==> config.mk <==
export PLATFORM = sky130hd
export DESIGN_NAME = muldiv_sequencer_flat
export DESIGN_NICKNAME = d
export VERILOG_FILES = /design/src/rtl/muldiv_sequencer_if.sv /design/src/rtl/muldiv_sequencer.sv /design/src/flat_wrapper.sv
export SDC_FILE = /design/constraint.sdc
export NUM_CORES = 1
export LEC_CHECK = 0
export BUFFER_PORTS_ARGS = -buffer_cell sky130_fd_sc_hd__buf_2
export CELL_PAD_IN_SITES_DETAIL_PLACEMENT = 0
export CELL_PAD_IN_SITES_GLOBAL_PLACEMENT = 1
export CORE_UTILIZATION = 25
export CTS_CLUSTER_SIZE = 20
export DETAILED_ROUTE_END_ITERATION = 8
export PLACE_DENSITY = 0.54
export SLEW_MARGIN = 20
export SYNTH_ARGS = -nofsm -noshare
export SYNTH_HDL_FRONTEND = slang
export SYNTH_SLANG_ARGS = --single-unit
==> constraint.sdc <==
create_clock -name clk -period 14.2 [get_ports clk]
set_input_delay 2.13 -clock clk [delete_from_list [all_inputs] [get_ports clk]]
set_output_delay 2.13 -clock clk [all_outputs]
set_load 0.05 [all_outputs]
==> src/rtl/muldiv_sequencer_if.sv <==
// Handshake bundle between the EX stage and the RV32M multiply/divide sequencer.
// The master side is the pipeline; the slave side is the sequencer.
interface muldiv_sequencer_if #(
  parameter int XLEN = 32
);
  logic            start;
  logic [2:0]      Funct3;
  logic [XLEN-1:0] SrcA;
  logic [XLEN-1:0] SrcB;
  logic            flush;
  logic            Stall;
  logic            Busy;
  logic            Done;
  logic [XLEN-1:0] Result;

  modport master (
    output start, Funct3, SrcA, SrcB, flush,
    input  Stall, Busy, Done, Result
  );

  modport slave (
    input  start, Funct3, SrcA, SrcB, flush,
    output Stall, Busy, Done, Result
  );
endinterface

==> src/rtl/muldiv_sequencer.sv <==
// Iterative RV32M unit: shift-add multiplier and restoring divider that share one
// accumulator pair, sequenced by an IDLE/RUN/DONE FSM with an XLEN-cycle counter.
module muldiv_sequencer #(
  parameter int XLEN = 32
) (
  input  logic               clk,
  input  logic               reset,
  muldiv_sequencer_if.slave  bus
);
  localparam int CW = $clog2(XLEN);

  typedef enum logic [1:0] {
    IDLE = 2'd0,
    RUN  = 2'd1,
    DONE = 2'd2
  } state_t;

  state_t          state_r;
  logic [CW-1:0]   counter_r;
  logic [2:0]      funct3_r;
  logic            is_div_r;
  logic            neg_q_r;
  logic            neg_r_r;
  logic [XLEN-1:0] hi_r;
  logic [XLEN-1:0] lo_r;
  logic [XLEN-1:0] op_r;
  logic [XLEN-1:0] result_r;
  logic            done_r;
  logic            busy_r;

  logic            signed_a_s;
  logic            signed_b_s;
  logic            a_neg_s;
  logic            b_neg_s;
  logic [XLEN-1:0] mag_a_s;
  logic [XLEN-1:0] mag_b_s;
  logic            special_s;
  logic [XLEN-1:0] special_val_s;
  logic [XLEN:0]   sum_s;
  logic [XLEN:0]   diff_s;
  logic [XLEN-1:0] hi_nxt_s;
  logic [XLEN-1:0] lo_nxt_s;
  logic [2*XLEN-1:0] prod_s;
  logic [XLEN-1:0] fin_s;

  function automatic logic [XLEN-1:0] cond_neg(input logic [XLEN-1:0] v, input logic neg);
    cond_neg = neg ? (~v + {{(XLEN-1){1'b0}}, 1'b1}) : v;
  endfunction

  function automatic logic [2*XLEN-1:0] cond_neg_wide(input logic [2*XLEN-1:0] v, input logic neg);
    cond_neg_wide = neg ? (~v + {{(2*XLEN-1){1'b0}}, 1'b1}) : v;
  endfunction

  // Operand sign handling and divide fast-path detection on the raw inputs.
  always_comb begin
    signed_a_s = 1'b0;
    signed_b_s = 1'b0;
    case (bus.Funct3)
      3'b001:  begin signed_a_s = 1'b1; signed_b_s = 1'b1; end
      3'b010:  begin signed_a_s = 1'b1; signed_b_s = 1'b0; end
      3'b100:  begin signed_a_s = 1'b1; signed_b_s = 1'b1; end
      3'b110:  begin signed_a_s = 1'b1; signed_b_s = 1'b1; end
      default: begin signed_a_s = 1'b0; signed_b_s = 1'b0; end
    endcase
    a_neg_s = signed_a_s & bus.SrcA[XLEN-1];
    b_neg_s = signed_b_s & bus.SrcB[XLEN-1];
    mag_a_s = cond_neg(bus.SrcA, a_neg_s);
    mag_b_s = cond_neg(bus.SrcB, b_neg_s);

    special_s     = 1'b0;
    special_val_s = {XLEN{1'b0}};
    if (bus.Funct3[2] && (bus.SrcB == {XLEN{1'b0}})) begin
      special_s     = 1'b1;
      special_val_s = bus.Funct3[1] ? bus.SrcA : {XLEN{1'b1}};
    end else if (bus.Funct3[2] && !bus.Funct3[0] &&
                 (bus.SrcA == {1'b1, {(XLEN-1){1'b0}}}) && (bus.SrcB == {XLEN{1'b1}})) begin
      special_s     = 1'b1;
      special_val_s = bus.Funct3[1] ? {XLEN{1'b0}} : bus.SrcA;
    end else begin
      special_s     = 1'b0;
      special_val_s = {XLEN{1'b0}};
    end
  end

  // One engine iteration: hi/lo hold product or remainder/quotient, op_r the fixed operand.
  always_comb begin
    sum_s    = {(XLEN+1){1'b0}};
    diff_s   = {(XLEN+1){1'b0}};
    hi_nxt_s = hi_r;
    lo_nxt_s = lo_r;
    if (is_div_r) begin
      diff_s = {hi_r, lo_r[XLEN-1]} - {1'b0, op_r};
      if (!diff_s[XLEN]) begin
        hi_nxt_s = diff_s[XLEN-1:0];
        lo_nxt_s = {lo_r[XLEN-2:0], 1'b1};
      end else begin
        hi_nxt_s = {hi_r[XLEN-2:0], lo_r[XLEN-1]};
        lo_nxt_s = {lo_r[XLEN-2:0], 1'b0};
      end
    end else begin
      sum_s = {1'b0, hi_r} + (lo_r[0] ? {1'b0, op_r} : {(XLEN+1){1'b0}});
      {hi_nxt_s, lo_nxt_s} = {sum_s, lo_r[XLEN-1:1]};
    end
  end

  // Final result from the last iteration, so Result is ready on entry to DONE.
  always_comb begin
    prod_s = cond_neg_wide({hi_nxt_s, lo_nxt_s}, neg_q_r);
    case (funct3_r)
      3'b000:  fin_s = prod_s[XLEN-1:0];
      3'b001:  fin_s = prod_s[2*XLEN-1:XLEN];
      3'b010:  fin_s = prod_s[2*XLEN-1:XLEN];
      3'b011:  fin_s = prod_s[2*XLEN-1:XLEN];
      3'b100:  fin_s = cond_neg(lo_nxt_s, neg_q_r);
      3'b101:  fin_s = lo_nxt_s;
      3'b110:  fin_s = cond_neg(hi_nxt_s, neg_r_r);
      3'b111:  fin_s = hi_nxt_s;
      default: fin_s = {XLEN{1'b0}};
    endcase
  end

  // Sequencer FSM with registered Done/Busy/Result.
  always_ff @(posedge clk or posedge reset) begin
    if (reset) begin
      state_r   <= IDLE;
      counter_r <= {CW{1'b0}};
      funct3_r  <= 3'b000;
      is_div_r  <= 1'b0;
      neg_q_r   <= 1'b0;
      neg_r_r   <= 1'b0;
      hi_r      <= {XLEN{1'b0}};
      lo_r      <= {XLEN{1'b0}};
      op_r      <= {XLEN{1'b0}};
      result_r  <= {XLEN{1'b0}};
      done_r    <= 1'b0;
      busy_r    <= 1'b0;
    end else begin
      case (state_r)
        IDLE: begin
          counter_r <= {CW{1'b0}};
          done_r    <= 1'b0;
          if (bus.start && !bus.flush) begin
            funct3_r <= bus.Funct3;
            is_div_r <= bus.Funct3[2];
            neg_q_r  <= a_neg_s ^ b_neg_s;
            neg_r_r  <= a_neg_s;
            hi_r     <= {XLEN{1'b0}};
            lo_r     <= bus.Funct3[2] ? mag_a_s : mag_b_s;
            op_r     <= bus.Funct3[2] ? mag_b_s : mag_a_s;
            busy_r   <= 1'b1;
            if (special_s) begin
              state_r  <= DONE;
              result_r <= special_val_s;
              done_r   <= 1'b1;
            end else begin
              state_r <= RUN;
            end
          end else begin
            busy_r <= 1'b0;
          end
        end
        RUN: begin
          if (bus.flush) begin
            state_r   <= IDLE;
            counter_r <= {CW{1'b0}};
            busy_r    <= 1'b0;
          end else begin
            hi_r <= hi_nxt_s;
            lo_r <= lo_nxt_s;
            if (counter_r == CW'(XLEN-1)) begin
              state_r   <= DONE;
              counter_r <= {CW{1'b0}};
              result_r  <= fin_s;
              done_r    <= 1'b1;
            end else begin
              counter_r <= counter_r + {{(CW-1){1'b0}}, 1'b1};
            end
          end
        end
        DONE: begin
          state_r   <= IDLE;
          counter_r <= {CW{1'b0}};
          done_r    <= 1'b0;
          busy_r    <= 1'b0;
        end
        default: begin
          state_r   <= IDLE;
          counter_r <= {CW{1'b0}};
          done_r    <= 1'b0;
          busy_r    <= 1'b0;
        end
      endcase
    end
  end

  // Stall must rise in the accepting cycle itself, so it is decoded from the live inputs.
  assign bus.Stall  = !reset && (((state_r == IDLE) && bus.start && !bus.flush) || (state_r == RUN));
  assign bus.Busy   = busy_r;
  assign bus.Done   = done_r;
  assign bus.Result = result_r;
endmodule

==> src/flat_wrapper.sv <==
// flat-port wrapper written by rule: the top's interface ports become plain ports
module muldiv_sequencer_flat 
#(
  parameter int XLEN = 32
)
  (clk, reset, bus_start, bus_Funct3, bus_SrcA, bus_SrcB, bus_flush, bus_Stall, bus_Busy, bus_Done, bus_Result);
  muldiv_sequencer_if #(.XLEN(XLEN)) bus_i ();
  input  logic clk;
  input  logic reset;
  input wire logic [$bits(bus_i.start)-1:0] bus_start;
  input wire logic [$bits(bus_i.Funct3)-1:0] bus_Funct3;
  input wire logic [$bits(bus_i.SrcA)-1:0] bus_SrcA;
  input wire logic [$bits(bus_i.SrcB)-1:0] bus_SrcB;
  input wire logic [$bits(bus_i.flush)-1:0] bus_flush;
  output wire logic [$bits(bus_i.Stall)-1:0] bus_Stall;
  output wire logic [$bits(bus_i.Busy)-1:0] bus_Busy;
  output wire logic [$bits(bus_i.Done)-1:0] bus_Done;
  output wire logic [$bits(bus_i.Result)-1:0] bus_Result;
  assign bus_i.start = bus_start;
  assign bus_i.Funct3 = bus_Funct3;
  assign bus_i.SrcA = bus_SrcA;
  assign bus_i.SrcB = bus_SrcB;
  assign bus_i.flush = bus_flush;
  assign bus_Stall = bus_i.Stall;
  assign bus_Busy = bus_i.Busy;
  assign bus_Done = bus_i.Done;
  assign bus_Result = bus_i.Result;
  muldiv_sequencer #(.XLEN(XLEN)) u_core (.clk(clk), .reset(reset), .bus(bus_i));
endmodule
==> results of run 1 <==
==> final cells by class <==
type	count	area, µm²	area share, %
clock buffers	17	425	2.24
clock inverters	15	169	0.890
inverters	69	264	1.39
multi-input cells	1991	12600	66.4
flip-flops and latches	142	3560	18.7
well taps	873	1090	5.75
repair buffers	148	881	4.64
==> cell usage in the layout, fill, tap and decap left out, drive strengths merged, types with 48 or more instances in the layout <==
cell type	n
ha	70
a21oi	223
nor2	256
buf	148
nor3	64
xor2	69
o21ai	215
a31oi	49
inv	78
mux2i	48
nand2	267
xnor2	107
dfrtp	142
==> through the flow <==
step,utilization (%),hold WS (ns)
global route,28.3,0.498
floorplan,-,0.444
CTS,28.2,0.472
detailed placement,27.3,0.459
finish,28.3,0.470
global placement,27.3,0.456
==> power by group through the flow <==
stage / Clock, W / Combinational (W) / Sequential, W
finish: 0.000491 / 0.00300 / 0.000670
global route: 0.000513 / 0.00323 / 0.000680
CTS: 0.000503 / 0.00296 / 0.000666
detailed placement: 0 / 0.00295 / 0.000673
global placement: 0 / 0.00295 / 0.000671
floorplan: 0 / 0.00207 / 0.000578
==> flip-flops by register name, indices dropped and copies added (netlist names), 2 cells and up <==
name               flops
u_core.bus.Result     32
u_core.counter_r       5
u_core.funct3_r        3
u_core.hi_r           32
u_core.lo_r           32
u_core.op_r           32
u_core.state_r         2
==> worst max-delay path, cell delays in order (launching register included) <==
cell	delay, ns
sky130_fd_sc_hd__dfrtp_1	0.40
sky130_fd_sc_hd__inv_1	0.10
sky130_fd_sc_hd__ha_1	0.22
sky130_fd_sc_hd__fa_1	0.41
sky130_fd_sc_hd__nor2b_1	0.20
sky130_fd_sc_hd__o31a_4	0.19
sky130_fd_sc_hd__a211oi_4	0.09
sky130_fd_sc_hd__o41ai_4	0.64
sky130_fd_sc_hd__a21o_4	0.26
sky130_fd_sc_hd__xnor2_4	0.11
sky130_fd_sc_hd__buf_4	0.46
sky130_fd_sc_hd__nor2_1	0.13
sky130_fd_sc_hd__a21oi_1	0.23
sky130_fd_sc_hd__ha_1	0.22
sky130_fd_sc_hd__o21ai_0	0.12
sky130_fd_sc_hd__nand2b_1	0.17
sky130_fd_sc_hd__nor3_1	0.44
sky130_fd_sc_hd__nand4_1	0.31
sky130_fd_sc_hd__or2_2	0.46
sky130_fd_sc_hd__nor2_1	0.62
sky130_fd_sc_hd__nand3_1	0.32
sky130_fd_sc_hd__o31ai_1	0.32
sky130_fd_sc_hd__xor2_1	0.11
sky130_fd_sc_hd__a221oi_1	0.25
sky130_fd_sc_hd__o21ai_0	0.11
==> cells by family after synthesis <==
| kind of cell | Yosys count |
|---|---|
| and+or+nand+nor | 860 |
| AOI/OAI and AO/OA | 810 |
| buffers and inverters | 222 |
| xor gates and xnor gates | 176 |
| DFF | 142 |
| muxes | 73 |
| adders and majority gates | 72 |
==> routing by layer <==
layer | vias to the layer above | GRT usage [%] | wire length [µm]
li1 | 8656 | - | -
met1 | 9184 | 34.1 | 39400
met2 | 746 | 40.7 | 40300
met3 | 110 | 4.01 | 5720
met4 | 6 | 8.28 | 2590
met5 | - | 0 | 38
==> path summary, 6_finish.rpt <==
check	slack (ns)	endpoint	from	cells past startpoint
worst min register to register	0.47	u_core.counter_r[0]$_DFF_PP0_	u_core.counter_r[0]$_DFF_PP0_	1
worst max-delay path	7.12	u_core.bus.Result[10]$_DFFE_PP0P_	u_core.lo_r[31]$_DFFE_PP0P_	24
max in group asynchronous	11.15	u_core.bus.Result[27]$_DFFE_PP0P_	reset	4
worst min-delay path	0.47	u_core.counter_r[0]$_DFF_PP0_	u_core.counter_r[0]$_DFF_PP0_	1
min in group asynchronous	1.77	u_core.state_r[0]$_DFFE_PP0P_	reset	2
worst max register to register	7.12	u_core.bus.Result[10]$_DFFE_PP0P_	u_core.lo_r[31]$_DFFE_PP0P_	24
==> summary.log, run 1 <==
INFO  power_and_ir_drop cellLeakagePower=7.69nW
INFO  clocking       cts-hold-fix-buffers=0
INFO  yosys          synth-compound-area-share=30.8%
INFO  placement      detailedPlace.worstSlack=7.34ns
INFO  sta            fmax=0.141GHz
INFO  yosys          post_synth_fa_ha_maj_area_fraction=5.40%
INFO  yosys          muxShareOfSynthArea=4.56%
INFO  routing        route.detailed.wl_per_inst=27.0µm
INFO  clocking       htreeDepth=4
INFO  floorplan      floorplan.initialDensity=25.3%
INFO  clocking       cts.root.buffer_cell=sky130_fd_sc_hd__clkbuf_16
INFO  setup_path     worst_setup_path_end_kind=register
INFO  routing        residual_antenna_violating_net_count_after_detailed_routing=0
INFO  placement      port_buffers=105
INFO  yosys          synth_net_count=2498
INFO  final_layout   fin_nets=2512
INFO  yosys          synth_area=17000µm²
INFO  power_and_ir_drop vdd.ir_drop.worst=99.1µV
INFO  placement      routabilityCongestion=1.01
INFO  yosys          synth.most_common_cell=sky130_fd_sc_hd__nand2_1
INFO  clocking       clk_transition_reported_paths=0.08ns
INFO  placement      dp.cells=3222
INFO  sta            max_slew.worst_pin.slew=1.33ns
INFO  floorplan      floorplan.core_area=67200µm²
INFO  floorplan      die_height=263µm
INFO  floorplan      io-pin-count=106
INFO  floorplan      die_w=263µm
INFO  power_and_ir_drop internal_power=0.00177W
INFO  yosys          synth_largest_area_cell=sky130_fd_sc_hd__dfrtp_1
INFO  sta            clock_skew=0.0169ns
INFO  clocking       cts.repair_timing.setup_buffer_count=0
INFO  global_routing total_routing_usage_gr=25.2%
INFO  final_layout   antenna_cells_inserted=0
INFO  clocking       clock_sink_count=142
INFO  sta            max_slew_margin=8.86%
INFO  sta            final.setup.tns=0ns
INFO  global_routing grt_antenna_before_repair=4
INFO  yosys          ys_top_cells_by_area=sky130_fd_sc_hd__dfrtp_1 21%, sky130_fd_sc_hd__a21oi_1 6.5%, sky130_fd_sc_hd__o21ai_0 6.1%, sky130_fd_sc_hd__nand2_1 5.9%, sky130_fd_sc_hd__nor2_1 5.7%
INFO  routing        vias_per_cell=5.75
INFO  global_routing grt_pass1_wl=128mm
INFO  yosys          synthSimpleGateAreaFrac=23.9%
INFO  yosys          ys.flop_type=sky130_fd_sc_hd__dfrtp_1
INFO  placement      placed_area=18400µm²
INFO  floorplan      die_area=68900µm²
INFO  final_layout   layout.cells.non_filler=3255
INFO  sta            setup_violations=0
INFO  clocking       clock_latency=0.51ns
INFO  routing        totalWireLength=88.0mm
INFO  yosys          async_reset_ff_share=100%
INFO  routing        first_iter_violations=2036
INFO  power_and_ir_drop power.clock.fraction=11.8%
INFO  setup_path     worstSetupStartpointType=register
INFO  global_routing grt_max_degree=100
INFO  final_layout   post_route_cells_drive_above_1_share=11.1%
INFO  sta            rsz_0062_raised_after_global_routing=no
INFO  sta            hold_violations=0
INFO  power_and_ir_drop powerDensity=219nW/µm²
INFO  job            drv.max_cap_violation_count=0
INFO  yosys          synth-seq-area-share=20.9%
INFO  routing        drt_first_pass_iters=8
INFO  sta            min_period=7.08ns
INFO  yosys          yosys.area_share.xor_xnor=9.24%
INFO  clocking       post_cts.resized_instances=0
INFO  power_and_ir_drop netSwitchingPower=0.00239W
INFO  outcome        outcome=finished with violations
INFO  sta            setup_slack=7.12ns
INFO  yosys          synth_enable_flop_cells=0
INFO  power_and_ir_drop share_comb_of_total_power=72.1%
INFO  yosys          synth_warnings=0
INFO  power_and_ir_drop post-layout-total-power=0.00417W
INFO  yosys          dominant_combinational_cell_family_by_area_after_synthesis=compound AO/OA/AOI/OAI gates
INFO  clocking       clockBufferDepth=2
INFO  yosys          netlist-cell-type-count=100
INFO  clocking       tritoncts=built
INFO  placement      place.detailed.hpwl=68.9mm
INFO  floorplan      row_count=95
INFO  final_layout   fillCellCount=7429
INFO  power_and_ir_drop sw_frac_of_total=57.5%
INFO  yosys          synth_top_area_share=20.9%
INFO  clocking       cts_made_buffers=17
INFO  routing        drc=2
INFO  final_layout   post-route-cell-area=19000µm²
INFO  setup_path     critPathRequiredTime=14.55ns
INFO  sta            layout_worst_path_cycle_share=49.9%
INFO  routing        via_count=18702
INFO  sta            report.final.slew_viol_count=0
INFO  yosys          number_of_instances_in_the_synthesized_netlist=2355
INFO  setup_path     crit_fanout=39
INFO  outcome        violated_checks=design-rule violations
INFO  yosys          average_cell_area_after_synthesis=7.21µm²
INFO  setup_path     critPathArrivalTime=7.43ns
INFO  global_routing first_global_vias=17926
INFO  setup_path     timing.setup.critical_path_class=register to register
INFO  global_routing gr-total-overflow=0
INFO  power_and_ir_drop power.sequential.fraction=16.1%
INFO  yosys          yosys_register_bits=142
INFO  worst_hold_path min_path_type=register to register
INFO  yosys          post_synth_most_frequent_cells=265 x sky130_fd_sc_hd__nand2_1, 256 x sky130_fd_sc_hd__nor2_1, 220 x sky130_fd_sc_hd__a21oi_1
INFO  final_layout   synthToLayoutAreaGrowth=11.9%
Power figures use the tool's default switching activity.
==> inputs of run 2 (changes only) <==
Settings changed: PLACE_DENSITY 0.54 to 0.56.
Clock period 14.2 ns to 5.7 ns, I/O delays scaled along.
==> summary.log, run 2 (synthesis results as in run 1) <==
INFO  clocking       tritoncts=built
INFO  sta            max_slew_margin=31.4%
INFO  setup_path     timing.critical_path.cells=ha_1 -> fa_1 -> nor2b_1 -> o31a_4 -> a211oi_4 -> o41ai_4 -> a21o_4 -> xnor2_4 -> nor2_1 -> a21oi_1 -> ha_1 -> o21ai_0 -> nand2b_1 -> nor3_1 -> nand4_1 -> buf_4 -> o21ai_0 -> xnor2_1 -> nor2_1 -> a31oi_1 -> o32ai_1 -> a311o_1 -> a31oi_1 -> a2bb2oi_1
INFO  outcome        outcome=completed
INFO  worst_hold_path hold_path_startpoint=u_core.counter_r[0]$_DFF_PP0_
INFO  final_layout   synthToLayoutAreaGrowth=15.1%
INFO  final_layout   layout.cells.most_common=sky130_fd_sc_hd__nand2_1
INFO  global_routing globalRouteMet3Util=4.95%
INFO  routing        first_iter_violations=1813
INFO  setup_path     cpLargestDelayFamily=compound AO/OA/AOI/OAI gates
INFO  global_routing grt-busiest-layer=met2
INFO  worst_hold_path min_path_type=register to register
INFO  routing        vias_per_cell=5.79
INFO  setup_path     crit_fanout=5
INFO  floorplan      row_count=95
INFO  setup_path     worstSetupStartpointType=register
INFO  setup_path     critPathRequiredTime=6.12ns
INFO  power_and_ir_drop power.clock.fraction=11.1%
INFO  power_and_ir_drop vdd.ir_drop.worst=244µV
INFO  clocking       clk_transition_reported_paths=0.06ns
INFO  routing        totalWireLength=92.2mm
INFO  routing        residual_antenna_violating_net_count_after_detailed_routing=0
INFO  placement      place.detailed.hpwl=73.1mm
INFO  sta            clock_skew=0.0200ns
INFO  final_layout   fin_nets=2586
INFO  power_and_ir_drop power.sequential.fraction=15.5%
INFO  placement      placed_area=18900µm²
INFO  clocking       cts.root.buffer_cell=sky130_fd_sc_hd__clkbuf_16
INFO  global_routing grt_pass1_wl=132mm
INFO  placement      port_buffers=105
INFO  setup_path     worstRegToRegCells=24
INFO  clocking       clockBufferDepth=2
INFO  sta            layout_worst_path_cycle_share=95.3%
INFO  clocking       clock_sink_count=142
INFO  global_routing total_routing_usage_gr=26.4%
INFO  floorplan      floorplan.core_area=67200µm²
INFO  floorplan      die_height=263µm
INFO  clocking       htreeDepth=4
INFO  routing        route.detailed.wl_per_inst=27.7µm
INFO  sta            max_slew.worst_pin.slew=1.00ns
INFO  clocking       cts_made_buffers=17
INFO  worst_hold_path min_delay_worst_endpoint=u_core.counter_r[0]$_DFF_PP0_
INFO  setup_path     worst_setup_path_end_kind=register
INFO  power_and_ir_drop sw_frac_of_total=56.3%
INFO  sta            rsz_0062_raised_after_global_routing=no
INFO  routing        drc=0
INFO  final_layout   post-route-cell-area=19500µm²
INFO  sta            setup_violations=0
INFO  final_layout   combined_area_of_the_multi_input_logic_cells=12600µm²
INFO  sta            report.final.slew_viol_count=0
INFO  power_and_ir_drop cellLeakagePower=8.04nW
INFO  final_layout   post_route_cells_drive_above_1_share=13.8%
INFO  floorplan      die_area=68900µm²
INFO  floorplan      io-pin-count=106
INFO  global_routing grt_antenna_before_repair=10
INFO  clocking       cts.repair_timing.setup_buffer_count=0
INFO  setup_path     critPathArrivalTime=5.85ns
INFO  power_and_ir_drop share_comb_of_total_power=73.4%
INFO  global_routing grt.met2_usage=42.3%
INFO  final_layout   layout.cells.most_common_list=264 x sky130_fd_sc_hd__nand2_1, 252 x sky130_fd_sc_hd__nor2_1, 220 x sky130_fd_sc_hd__a21oi_1
INFO  sta            hold_violations=0
INFO  global_routing grt_max_degree=93
INFO  placement      routabilityCongestion=0.971
INFO  global_routing first_global_vias=18190
INFO  setup_path     timing.critical_path.buf_inv=1
INFO  sta            min_period=5.43ns
INFO  clocking       cts-hold-fix-buffers=0
INFO  floorplan      die_w=263µm
INFO  job            drv.max_cap_violation_count=0
INFO  clocking       post_cts.resized_instances=0
INFO  global_routing gr-total-overflow=0
INFO  setup_path     crit-reg2reg-launch=u_core.op_r[0]$_DFFE_PP0P_
INFO  routing        drt_first_pass_iters=8
INFO  sta            final.setup.tns=0ns
INFO  power_and_ir_drop netSwitchingPower=0.00614W
INFO  setup_path     critical-path-max-stage-delay=0.58ns
INFO  clocking       clock_latency=0.51ns
INFO  final_layout   regArea=3560µm²
INFO  final_layout   fillCellCount=7431
INFO  routing        via_count=19278
INFO  global_routing globalRouteMet1Util=35.3%
INFO  power_and_ir_drop internal_power=0.00478W
INFO  worst_hold_path timing.hold.worst_path_depth=1
INFO  setup_path     reg2reg_slack=0.27ns
INFO  setup_path     regToRegEndpoint=u_core.bus.Result[20]$_DFFE_PP0P_
INFO  power_and_ir_drop powerDensity=559nW/µm²
INFO  setup_path     timing.setup.critical_path_class=register to register
INFO  floorplan      floorplan.initialDensity=25.3%
INFO  sta            fmax=0.184GHz
INFO  setup_path     critical-path-slowest-cell=sky130_fd_sc_hd__o32ai_1
-- run 2: layout make-up --
cell class	instances	area share, %
inverter	69	1.35
tap	873	5.59
multi-input combinational	1991	64.6
clock inverter	12	0.692
clock buffer	19	2.27
sequential	142	18.2
antenna	1	0.0128
timing repair buffer	222	7.25
-- run 2: stage by stage --
stage | cells | worst slack (ns) | util (%) | power (W) | hold slack (ns)
after floorplan | 2355 | 0.273 | - | 0.00660 | 0.444
after global placement | 3297 | 0.202 | 28.2 | 0.00957 | 0.458
after detailed placement | 3297 | 0.213 | 28.2 | 0.00955 | 0.474
after CTS | 3328 | 0.167 | 29.0 | 0.0108 | 0.490
after global routing | 3328 | 0.0164 | 29.1 | 0.0115 | 0.521
final | 3329 | 0.269 | 29.1 | 0.0109 | 0.486
-- run 2: layer usage --
| metal | part of all wire, % | vias up |
|---|---|---|
| li1 | - | 8818 |
| met1 | 44 | 9513 |
| met2 | 45 | 800 |
| met3 | 7.2 | 135 |
| met4 | 3.1 | 12 |
| met5 | 0.088 | - |
-- run 2: worst max path at each step --
stage,start,to,cells past startpoint
after detailed placement,u_core.op_r[0]$_DFFE_PP0P_,u_core.bus.Result[10]$_DFFE_PP0P_,22
after global placement,u_core.lo_r[0]$_DFFE_PP0P_,u_core.bus.Result[30]$_DFFE_PP0P_,16
after floorplan,u_core.lo_r[31]$_DFFE_PP0P_,u_core.bus.Result[30]$_DFFE_PP0P_,26
final,u_core.op_r[0]$_DFFE_PP0P_,u_core.bus.Result[20]$_DFFE_PP0P_,24
after CTS,u_core.op_r[0]$_DFFE_PP0P_,u_core.bus.Result[10]$_DFFE_PP0P_,22
after global routing,u_core.lo_r[31]$_DFFE_PP0P_,u_core.bus.Result[20]$_DFFE_PP0P_,25
-- run 2: power groups by stage --
stage	registers (W)	logic [W]	clock network [W]
floorplan	0.00144	0.00516	0
global placement	0.00170	0.00787	0
detailed placement	0.00170	0.00785	0
CTS	0.00168	0.00789	0.00123
global route	0.00171	0.00857	0.00126
finish	0.00169	0.00802	0.00121
-- run 2: worst reg2reg max path, stage by stage (launching register included) --
cell	delay (ns)
sky130_fd_sc_hd__dfrtp_1	0.40
sky130_fd_sc_hd__ha_1	0.23
sky130_fd_sc_hd__fa_1	0.42
sky130_fd_sc_hd__nor2b_1	0.20
sky130_fd_sc_hd__o31a_4	0.19
sky130_fd_sc_hd__a211oi_4	0.09
sky130_fd_sc_hd__o41ai_4	0.40
sky130_fd_sc_hd__a21o_4	0.24
sky130_fd_sc_hd__xnor2_4	0.13
sky130_fd_sc_hd__nor2_1	0.09
sky130_fd_sc_hd__a21oi_1	0.21
sky130_fd_sc_hd__ha_1	0.23
sky130_fd_sc_hd__o21ai_0	0.13
sky130_fd_sc_hd__nand2b_1	0.18
sky130_fd_sc_hd__nor3_1	0.26
sky130_fd_sc_hd__nand4_1	0.18
sky130_fd_sc_hd__buf_4	0.21
sky130_fd_sc_hd__o21ai_0	0.24
sky130_fd_sc_hd__xnor2_1	0.10
sky130_fd_sc_hd__nor2_1	0.16
sky130_fd_sc_hd__a31oi_1	0.06
sky130_fd_sc_hd__o32ai_1	0.58
sky130_fd_sc_hd__a311o_1	0.21
sky130_fd_sc_hd__a31oi_1	0.05
sky130_fd_sc_hd__a2bb2oi_1	0.17
